$ cat src/rtl/fewcore_pkg.sv
// Shared definitions for the fewcore pipeline memory stage.
// Contents:
//   OPC_LOAD / OPC_STORE       - opcode classes handled by the memory stage
//   F3_*                       - funct3 access-size encodings
//   mem_state_t                - memory stage FSM states (IDLE, WAIT)
//   acc_size_t                 - resolved access size (byte, half, word)
//   codeOpcode / codeFunct3    - field slices of the 12-bit code bundle
//   accessSize / isMisaligned  - size resolution and alignment rule
package fewcore_pkg;

    localparam logic [6:0] OPC_LOAD  = 7'b0000011;
    localparam logic [6:0] OPC_STORE = 7'b0100011;

    localparam logic [2:0] F3_B  = 3'b000;
    localparam logic [2:0] F3_H  = 3'b001;
    localparam logic [2:0] F3_W  = 3'b010;
    localparam logic [2:0] F3_BU = 3'b100;
    localparam logic [2:0] F3_HU = 3'b101;

    // code = {2'b0, funct3[2:0], opcode[6:0]}
    localparam int CODE_OPC_LSB = 0;
    localparam int CODE_OPC_W   = 7;
    localparam int CODE_F3_LSB  = 7;
    localparam int CODE_F3_W    = 3;

    typedef enum logic { IDLE = 1'b0, WAIT = 1'b1 } mem_state_t;

    typedef enum logic [1:0] { SZ_B = 2'd0, SZ_H = 2'd1, SZ_W = 2'd2 } acc_size_t;

    function automatic logic [6:0] codeOpcode(input logic [11:0] codeVal);
        return codeVal[CODE_OPC_LSB +: CODE_OPC_W];
    endfunction

    function automatic logic [2:0] codeFunct3(input logic [11:0] codeVal);
        return codeVal[CODE_F3_LSB +: CODE_F3_W];
    endfunction

    // Stores only know B/H/W, so the unsigned encodings fall back to a word
    // for them, as does every unknown funct3 for either direction.
    function automatic acc_size_t accessSize(input logic isStore, input logic [2:0] funct3);
        acc_size_t size;
        case (funct3)
            F3_B:    size = SZ_B;
            F3_H:    size = SZ_H;
            F3_BU:   if (isStore) size = SZ_W; else size = SZ_B;
            F3_HU:   if (isStore) size = SZ_W; else size = SZ_H;
            default: size = SZ_W;
        endcase
        return size;
    endfunction

    function automatic logic isMisaligned(input acc_size_t size, input logic [1:0] addrLow);
        logic mis;
        case (size)
            SZ_B:    mis = 1'b0;
            SZ_H:    mis = addrLow[0];
            default: mis = (addrLow != 2'b00);
        endcase
        return mis;
    endfunction

endpackage

$ cat src/rtl/load_store_align.sv
// Combinational lane logic for data-memory accesses.
// Ports:
//   isStore   in   access is a store (selects store size rules)
//   funct3    in   access size / signedness
//   addrLow   in   effective address bits [1:0]
//   storeData in   rs2 value to be written
//   rdata     in   word read from memory
//   byteEn    out  store byte lanes
//   wdata     out  store data replicated into lanes
//   loadData  out  selected and extended load result
module load_store_align
    import fewcore_pkg::*;
(
    input  logic        isStore,
    input  logic [2:0]  funct3,
    input  logic [1:0]  addrLow,
    input  logic [31:0] storeData,
    input  logic [31:0] rdata,
    output logic [3:0]  byteEn,
    output logic [31:0] wdata,
    output logic [31:0] loadData
);

    acc_size_t   size_s;
    logic [7:0]  lane_byte_s;
    logic [15:0] lane_half_s;

    // Store lane enables/replication and load byte/half selection with extension.
    always_comb begin
        size_s      = accessSize(isStore, funct3);
        byteEn      = 4'b0000;
        wdata       = 32'h0000_0000;
        loadData    = 32'h0000_0000;
        lane_byte_s = rdata[{addrLow, 3'b000} +: 8];
        if (addrLow[1]) begin
            lane_half_s = rdata[31:16];
        end else begin
            lane_half_s = rdata[15:0];
        end

        case (size_s)
            SZ_B: begin
                byteEn = 4'b0001 << addrLow;
                wdata  = {4{storeData[7:0]}};
            end
            SZ_H: begin
                byteEn = 4'b0011 << addrLow;
                wdata  = {2{storeData[15:0]}};
            end
            default: begin
                byteEn = 4'b1111;
                wdata  = storeData;
            end
        endcase

        case (funct3)
            F3_B:    loadData = {{24{lane_byte_s[7]}}, lane_byte_s};
            F3_BU:   loadData = {24'h00_0000, lane_byte_s};
            F3_H:    loadData = {{16{lane_half_s[15]}}, lane_half_s};
            F3_HU:   loadData = {16'h0000, lane_half_s};
            F3_W:    loadData = rdata;
            default: loadData = rdata;
        endcase
    end

endmodule

$ cat src/rtl/mem_access.sv
// Memory stage of the fewcore pipeline: passes ALU results through and runs
// data-memory loads/stores over a req/ready handshake, stalling upstream
// while an access is outstanding.
// Ports:
//   clk, reset                 clock, synchronous active-high reset
//   inValid .. storeData       instruction bundle from execute
//   stall                      upstream must hold its inputs
//   memReq/memWe/memAddr/
//   memByteEn/memWData         request to data memory (held while waiting)
//   memRData, memReady         response from data memory
//   outValid .. misaligned     registered bundle for the write stage
module mem_access
    import fewcore_pkg::*;
#(
    parameter int ADDR_W = 32,
    parameter int XLEN   = 32
)(
    input  logic              clk,
    input  logic              reset,
    input  logic              inValid,
    input  logic              writeEnabledIn,
    input  logic [11:0]       codeIn,
    input  logic [4:0]        rdIn,
    input  logic [XLEN-1:0]   aluResult,
    input  logic [XLEN-1:0]   storeData,
    output logic              stall,
    output logic              memReq,
    output logic              memWe,
    output logic [ADDR_W-1:0] memAddr,
    output logic [3:0]        memByteEn,
    output logic [XLEN-1:0]   memWData,
    input  logic [XLEN-1:0]   memRData,
    input  logic              memReady,
    output logic              outValid,
    output logic              writeEnabled,
    output logic [11:0]       code,
    output logic [4:0]        rd,
    output logic [XLEN-1:0]   dataAlu,
    output logic [XLEN-1:0]   memAddress,
    output logic              misaligned
);

    mem_state_t        state_r;
    mem_state_t        next_state_s;

    logic [2:0]        in_f3_s;
    logic              in_is_store_s;
    logic              in_is_mem_s;
    logic              in_mis_s;
    logic              pend_is_store_s;

    logic              al_is_store_s;
    logic [2:0]        al_f3_s;
    logic [1:0]        al_addr_low_s;
    logic [3:0]        al_byte_en_s;
    logic [XLEN-1:0]   al_wdata_s;
    logic [XLEN-1:0]   al_load_data_s;

    logic [11:0]       pend_code_r;
    logic [4:0]        pend_rd_r;
    logic              pend_we_r;
    logic [XLEN-1:0]   pend_addr_r;

    logic              stall_r;
    logic              mem_req_r;
    logic              mem_we_r;
    logic [ADDR_W-1:0] mem_addr_r;
    logic [3:0]        mem_byte_en_r;
    logic [XLEN-1:0]   mem_wdata_r;
    logic              out_valid_r;
    logic              write_enabled_r;
    logic [11:0]       code_r;
    logic [4:0]        rd_r;
    logic [XLEN-1:0]   data_alu_r;
    logic [XLEN-1:0]   mem_address_r;
    logic              misaligned_r;

    // Decode the incoming instruction and steer the shared lane logic: new
    // inputs while idle, the latched access while waiting for memory.
    always_comb begin
        in_f3_s         = codeFunct3(codeIn);
        in_is_store_s   = (codeOpcode(codeIn) == OPC_STORE);
        in_is_mem_s     = (codeOpcode(codeIn) == OPC_LOAD) | in_is_store_s;
        in_mis_s        = in_is_mem_s &
                          isMisaligned(accessSize(in_is_store_s, in_f3_s), aluResult[1:0]);
        pend_is_store_s = (codeOpcode(pend_code_r) == OPC_STORE);
        if (state_r == WAIT) begin
            al_is_store_s = pend_is_store_s;
            al_f3_s       = codeFunct3(pend_code_r);
            al_addr_low_s = pend_addr_r[1:0];
        end else begin
            al_is_store_s = in_is_store_s;
            al_f3_s       = in_f3_s;
            al_addr_low_s = aluResult[1:0];
        end
    end

    load_store_align u_align (
        .isStore   (al_is_store_s),
        .funct3    (al_f3_s),
        .addrLow   (al_addr_low_s),
        .storeData (storeData),
        .rdata     (memRData),
        .byteEn    (al_byte_en_s),
        .wdata     (al_wdata_s),
        .loadData  (al_load_data_s)
    );

    // Next-state logic: only aligned loads/stores leave IDLE.
    always_comb begin
        next_state_s = state_r;
        case (state_r)
            IDLE: begin
                if (inValid && in_is_mem_s && !in_mis_s) begin
                    next_state_s = WAIT;
                end else begin
                    next_state_s = IDLE;
                end
            end
            WAIT: begin
                if (memReady) begin
                    next_state_s = IDLE;
                end else begin
                    next_state_s = WAIT;
                end
            end
            default: next_state_s = IDLE;
        endcase
    end

    // State register.
    always_ff @(posedge clk) begin
        if (reset) begin
            state_r <= IDLE;
        end else begin
            state_r <= next_state_s;
        end
    end

    // Request, pending-access and output bundle registers.
    always_ff @(posedge clk) begin
        if (reset) begin
            pend_code_r     <= 12'h000;
            pend_rd_r       <= 5'd0;
            pend_we_r       <= 1'b0;
            pend_addr_r     <= '0;
            stall_r         <= 1'b0;
            mem_req_r       <= 1'b0;
            mem_we_r        <= 1'b0;
            mem_addr_r      <= '0;
            mem_byte_en_r   <= 4'b0000;
            mem_wdata_r     <= '0;
            out_valid_r     <= 1'b0;
            write_enabled_r <= 1'b0;
            code_r          <= 12'h000;
            rd_r            <= 5'd0;
            data_alu_r      <= '0;
            mem_address_r   <= '0;
            misaligned_r    <= 1'b0;
        end else begin
            out_valid_r  <= 1'b0;
            misaligned_r <= 1'b0;
            case (state_r)
                IDLE: begin
                    if (inValid) begin
                        if (!in_is_mem_s) begin
                            out_valid_r     <= 1'b1;
                            write_enabled_r <= writeEnabledIn;
                            code_r          <= codeIn;
                            rd_r            <= rdIn;
                            data_alu_r      <= aluResult;
                            mem_address_r   <= aluResult;
                        end else if (in_mis_s) begin
                            // Reported without touching memory; nothing is written back.
                            out_valid_r     <= 1'b1;
                            misaligned_r    <= 1'b1;
                            write_enabled_r <= 1'b0;
                            code_r          <= codeIn;
                            rd_r            <= rdIn;
                            data_alu_r      <= aluResult;
                            mem_address_r   <= aluResult;
                        end else begin
                            pend_code_r   <= codeIn;
                            pend_rd_r     <= rdIn;
                            pend_we_r     <= writeEnabledIn;
                            pend_addr_r   <= aluResult;
                            stall_r       <= 1'b1;
                            mem_req_r     <= 1'b1;
                            mem_we_r      <= in_is_store_s;
                            mem_addr_r    <= {aluResult[ADDR_W-1:2], 2'b00};
                            mem_byte_en_r <= al_byte_en_s;
                            mem_wdata_r   <= al_wdata_s;
                        end
                    end
                end
                WAIT: begin
                    if (memReady) begin
                        stall_r       <= 1'b0;
                        mem_req_r     <= 1'b0;
                        out_valid_r   <= 1'b1;
                        code_r        <= pend_code_r;
                        rd_r          <= pend_rd_r;
                        mem_address_r <= pend_addr_r;
                        if (pend_is_store_s) begin
                            write_enabled_r <= 1'b0;
                            data_alu_r      <= pend_addr_r;
                        end else begin
                            write_enabled_r <= pend_we_r;
                            data_alu_r      <= al_load_data_s;
                        end
                    end
                end
                default: begin
                    stall_r   <= 1'b0;
                    mem_req_r <= 1'b0;
                end
            endcase
        end
    end

    assign stall        = stall_r;
    assign memReq       = mem_req_r;
    assign memWe        = mem_we_r;
    assign memAddr      = mem_addr_r;
    assign memByteEn    = mem_byte_en_r;
    assign memWData     = mem_wdata_r;
    assign outValid     = out_valid_r;
    assign writeEnabled = write_enabled_r;
    assign code         = code_r;
    assign rd           = rd_r;
    assign dataAlu      = data_alu_r;
    assign memAddress   = mem_address_r;
    assign misaligned   = misaligned_r;

endmodule

$ cat config.mk
export PLATFORM = sky130hd
export DESIGN_NAME = mem_access
export DESIGN_NICKNAME = d
export VERILOG_FILES = /design/src/rtl/fewcore_pkg.sv /design/src/rtl/load_store_align.sv /design/src/rtl/mem_access.sv
export SDC_FILE = /design/constraint.sdc
export NUM_CORES = 1
export LEC_CHECK = 0
export CAP_MARGIN = 20
export CORE_ASPECT_RATIO = 1.2
export CORE_MARGIN = 3
export CORE_UTILIZATION = 48
export CTS_BUF_LIST = sky130_fd_sc_hd__clkbuf_8
export CTS_CLUSTER_SIZE = 14
export DETAILED_ROUTE_END_ITERATION = 7
export GPL_TIMING_DRIVEN = 0
export PLACE_DENSITY = 0.93
export SLEW_MARGIN = 20
export SYNTH_ARGS = -nofsm -noshare
export SYNTH_HDL_FRONTEND = slang
export SYNTH_SLANG_ARGS = --single-unit
$ cat constraint.sdc
create_clock -name clk -period 2.3 [get_ports clk]
set_input_delay 0.46 -clock clk [delete_from_list [all_inputs] [get_ports clk]]
set_output_delay 0.46 -clock clk [all_outputs]
set_load 0.01 [all_outputs]
# After elaboration in Yosys (flattened, before gate mapping)
# Cells that the tools add are included.
# totals
regBits	203
latch_bits	0
mem_bits_rw	0
romBits	0
input_bits	118
out_inout_bits	155
word_cells	105
n_memories	0
# op_classes
n_addsub	0
n_mul	0
div_mod_pow	0
n_lt_le_gt_ge	0
n_eq_ne	16
shift	3
muxes	51
bitwise_logic	6
reduce_logical	12
# ops
operator	n
2-to-1 mux 32 bit	6
case mux 32 bit (2 select lines)	3
case mux 32 bit (4 select lines)	1
2-to-1 mux 12 bit	4
variable part select 32 x 6 -> 8 bit	1
case mux 12 bit (2 select lines)	1
2-to-1 mux 5 bit	4
2-to-1 mux 1 bit	16
2-to-1 mux 16 bit	1
case mux 2 bit (4 select lines)	2
== test 7 x 6 -> 1 bit, second input constant	2
== test 3 bit, second input constant	4
2-to-1 mux 2 bit	5
case mux 1 bit (2 select lines)	5
case mux 5 bit (2 select lines)	1
!= test 2 bit, second input constant	4
case mux 4 bit (2 select lines)	1
AND reduction 4 bit	2
== test 7 x 2 -> 1 bit, second input constant	1
== test 3 x 1 -> 1 bit, second input constant	2
logical NOT 3 bit	2
== test 2 x 1 -> 1 bit, second input constant	2
logical NOT 2 bit	2
NOT 1 bit	4
11 further kinds	12

# Longest topological paths before layout
# logic_depth
ltp_word	10
mapped_depth	9
mapped_depth_nobuf	5

# Cells and area by module
# Synthesis repeated with hierarchy kept, for this count alone.
# hier_totals
cells_unflattened	1161
hier_area_um2	9470.3
# by_module_without_submodules
mod	instances	cells_each	area_each_um2	seq_area_each_um2
mem_access	1	951	8165.3	3463.3
load_store_align	1	210	1305.0	0.0

# Worst setup path after synthesis
# No wires, ideal clock.
# synth_path
path_kind	flip-flop to flip-flop
startpoint	register state_r
endpoint	register data_alu_r[2] (netlist: dataAlu[2])
setup_ps	125
arrival_time_ps	1863
setup_slack_ps	313
stages_incl_launch_ff	8
path_buffers	2
period_less_slack_ps	1987
path_cell_list	dfxtp_1 buf_6 buf_6 mux2_2 nor2_1 mux2_2 a221oi_1 o31ai_1
# synth_via
elab_chain_len	6
elab_cells_between_ends	17
classes_between	6 x eq/ne; 1 x shift; 7 x mux; 1 x bitwise; 2 x reduce/logical
# synth_rtl
element	line_no	rtl
start, declared	mem_access.sv:43	mem_state_t state_r;
start signal, assigned	mem_access.sv:136	state_r <= next_state_s;
2-to-1 mux 2 bit or 2-to-1 mux 3 bit (tied branches)	mem_access.sv:87	if (state_r == WAIT) begin
variable part select 32 x 6 -> 8 bit (tied with other cells)	load_store_align.sv:34	lane_byte_s = rdata[{addrLow, 3'b000} +: 8];
case mux 32 bit (4 select lines)	load_store_align.sv:56	case (funct3)
2-to-1 mux 32 bit	mem_access.sv:204	if (pend_is_store_s) begin
2-to-1 mux 32 bit	mem_access.sv:197	if (memReady) begin
case mux 32 bit (2 select lines)	mem_access.sv:163	case (state_r)
end signal, assigned	mem_access.sv:171	data_alu_r <= aluResult;
end signal, assigned	mem_access.sv:206	data_alu_r <= pend_addr_r;
end signal, assigned	mem_access.sv:209	data_alu_r <= al_load_data_s;
end, declared	mem_access.sv:74	logic [XLEN-1:0] data_alu_r;
# Parallel ways exist; a longest one is shown, timed or not. The select of a mux whose other input is x is not followed.
# A chain may end at the register's enable or synchronous reset.

# Worst setup path in the final report
# layout_path
startpoint	input port codeIn[9]
endpoint	register mem_byte_en_r[1] (netlist: memByteEn[1])
# layout_via
elab_chain_len	7
elab_cells_between_ends	20
classes_between	8 x eq/ne; 5 x mux; 2 x bitwise; 5 x reduce/logical
# layout_rtl
element	line_no	rtl
start, declared	mem_access.sv:22	input logic [11:0] codeIn,
== test 3 bit (tied with other cells)	fewcore_pkg.sv:42	case (funct3)
case mux 2 bit (4 select lines)	fewcore_pkg.sv:42	
== test 2 x 1 -> 1 bit or logical NOT 2 bit (tied branches)	fewcore_pkg.sv:54	case (size)
case mux 1 bit (2 select lines)	fewcore_pkg.sv:54	
AND 1 bit	mem_access.sv:84	in_mis_s = in_is_mem_s &
NOT 1 bit (no source line)	n/a	
AND reduction 4 bit (no source line)	n/a	
end signal, assigned	mem_access.sv:191	mem_byte_en_r <= al_byte_en_s;
end, declared	mem_access.sv:68	logic [3:0] mem_byte_en_r;
# Parallel ways exist; a longest one is shown, timed or not.

==> results.cfg <==
[outcome]
status = complete, no violations

[timing]
finalHoldViolCount = 0
whs_ns = 0.396
max_freq_mhz = 443
final_max_slew_viol_count = 0
relSlewSlack = 0.465
finalWorstSetupSlack_ns = 0.0433
setup_viol = 0
tightest_slew_ns = 0.802
skew_ns = 0.0154
rsz0062_at_grt = yes
timing.final.crit_share = 0.981
fin_setup_tns_ns = 0
final.min_clock_period_ns = 2.26

[finish]
diodes = 0
stdcell_area_sq_mm = 0.0120
syn2layout_area_growth_pct = 44.1
fillCellCount = 1297
drive_gt1_frac = 0.131
final_cells = 1518
layout.nets = 1407
post-route-util = 0.707

[global_routing]
antenna_found_initial = 0
grt_max_degree = 17
track_usage = 0.324
grt_pass1_wl_mm = 48.0
grt_overflow = 0
grt_pass1_vias = 8661

[synthesis]
async_flop_share = 0
synth_edf_count = 0
synth_area_leaders = dfxtp_1, nand2_1, mux2i_1
syn_inst = 990
yosysTopAreaCellShare = 0.417
yosysMostFrequentCell = dfxtp_1
synth_area_leader_cell = dfxtp_1
ys.flop_type = dfxtp_1
synth_common_cells = dfxtp_1, nand2_1, nor2_1
synth_warnings = 0
avgSynthCellArea_sq_um = 8.38
synth.cell_area_sq_mm = 0.00830
synth_cell_type_count = 60
yosys_register_bits = 173
synth-seq-area-share = 0.417

[worst_setup_path]
critPathKind = in2reg
cp.arrival_ns = 2.61
r2r_cells = 7
end_kind = flip-flop
required_ns = 2.65
r2r_slack_ns = 0.09
startpoint_type = input port
critical_path.startpoint = codeIn[9]
cp_max_fo = 10
r2r-start = state_r$_SDFF_PP0_
cp-endpoint = memByteEn[1]$_SDFFE_PP0P_
r2r-end = dataAlu[5]$_SDFFE_PP0P_

[die]
initial_core_util = 0.490
die-area_sq_mm = 0.0189
die_h_microns = 150
placementRows = 52
ios = 273
die_x_microns = 126
core_area_sq_mm = 0.0169

[place]
placed_area_sq_mm = 0.0113
place_congestion = 0.952
post-place-ws_ns = -0.889
port_buffers = 270
dp.cells = 1477
hpwlAfterDp_mm = 24.2

[power]
p_comb_frac = 0.179
p_leak_nw = 4.31
p_int_mw = 4.80
swShare = 0.280
irDropWorstVdd_uv = 377
p_sw_mw = 1.87
clockPowerShare = 0.342
power_mw = 6.66
power_density_mw_per_mm2 = 557
p_seq_frac = 0.479

[drt]
drt-pass1-iter-count = 8
drt-initial-drc-count = 1179
wire_per_inst_microns = 21.1
antenna_left = 0
wl_mm = 32.0
drc = 0
viasPerCell = 6.03
vias = 9161

[clocking]
clkSinkCount = 173
root_buffer = clkbuf_8
clkLatencyLatePin_ns = 0.48
cts_buffers = 17
cts_tree = done
clock_path_buffers = 2
htree_num_levels = 4
clkTransAtPathRegs_ns = 0.09
ctsHoldBuffers = 0

[hold_path]
hold_class = in2reg

[run]
drv_cap = 0
-- routing by layer --
| metal | vias up | part of all wire | GRT usage |
|---|---|---|---|
| met1 | 4246 | 0.37 | 0.382 |
| met4 | 0 | 0.056 | 0.179 |
| met2 | 652 | 0.47 | 0.541 |
| met5 | - | 0 | 0 |
| li1 | 4119 | - | - |
| met3 | 144 | 0.10 | 0.0782 |
-- cell type report --
| type | count | area [sq um] | area share |
|---|---|---|---|
| timing repair buffer | 279 | 2780 | 0.232 |
| clock inverter | 12 | 148 | 0.0124 |
| inverter | 3 | 11.3 | 0.000942 |
| sequential | 173 | 3460 | 0.290 |
| multi-input combinational | 704 | 4370 | 0.366 |
| tap | 216 | 270 | 0.0226 |
| buffer | 111 | 637 | 0.0533 |
| clock buffer | 20 | 275 | 0.0230 |
-- state kept, by name, summed over array words and instances (netlist names), 4 cells and up --
name / count
dataAlu: 32
memAddress: 32
memWData: 32
pend_addr_r: 32
code: 12
pend_code_r: 12
pend_rd_r: 5
rd: 5
memByteEn: 4
-- repair_timing --
action / in CTS / in global routing
buffers inserted: 3 / 6
cloned: 0 / 0
gates resized for setup: 14 / 68
pin swaps: 1 / 2
endpoints found under the setup margin: 93 / 162
-- worst min path at each step --
stage | startpoint | endpoint | slack [ns] | depth (start not counted)
3_3_place_gp | memWData[7]$_SDFFE_PP0P_ | memWData[7]$_SDFFE_PP0P_ | 0.44 | 2
3_5_place_dp | memWData[7]$_SDFFE_PP0P_ | memWData[7]$_SDFFE_PP0P_ | 0.45 | 2
6_report | codeIn[7] | pend_code_r[7]$_SDFFE_PP0P_ | 0.40 | 3
2_1_floorplan | pend_code_r[10]$_SDFFE_PP0P_ | pend_code_r[10]$_SDFFE_PP0P_ | 0.44 | 2
4_1_cts | memWData[7]$_SDFFE_PP0P_ | memWData[7]$_SDFFE_PP0P_ | 0.46 | 2
5_1_grt | aluResult[0] | pend_addr_r[0]$_SDFFE_PP0P_ | 0.41 | 3
-- cell families (layout without fill, tap and decap cells) --
kind of cell | Yosys count | after routing | synth area share
simple gates | 330 | 330 | 0.169
buf+inv | 114 | 425 | 0.0721
other cells | 1 | 2 | 0.000452
flops | 173 | 173 | 0.417
mux | 68 | 68 | 0.0866
compound gates | 304 | 304 | 0.254
-- power by group through the flow --
stage | Clock, mW | Combinational (mW) | Sequential (mW)
floorplan | 0 | 0.416 | 3.31
global placement | 0 | 1.11 | 3.25
detailed placement | 0 | 1.13 | 3.26
CTS | 2.28 | 1.15 | 3.19
global route | 2.40 | 1.25 | 3.20
finish | 2.28 | 1.19 | 3.19
-- layout by cell type (no fill, tap or decap), types with 5 or more instances in the layout --
cell	synthesis	final
o21ai_0	44	44
clkdlybuf4s50_1	0	267
clkbuf_2	0	21
a21o_1	17	16
a311oi_1	15	15
a31o_2	6	6
mux2i_1	56	53
a32oi_1	8	7
clkbuf_1	57	32
clkbuf_4	0	7
clkbuf_8	0	20
a211oi_2	11	11
nor2_1	110	108
a211oi_1	66	66
nand3_1	11	11
a21oi_1	88	87
nand2b_1	11	11
and3_1	7	7
nand2_1	161	160
nor3_1	6	6
a22oi_1	8	8
buf_2	16	11
buf_4	34	44
dfxtp_1	173	173
mux2_2	9	8
inv_6	0	5
-- worst max-delay path, stage by stage --
cell             delay [ns]
clkdlybuf4s50_1        0.48
a221o_1                0.37
o21ai_1                0.21
nand3_1                0.38
clkbuf_1               0.37
a211oi_1               0.26
nor3_1                 0.07
Note: power is estimated with default switching activity, not from simulation.
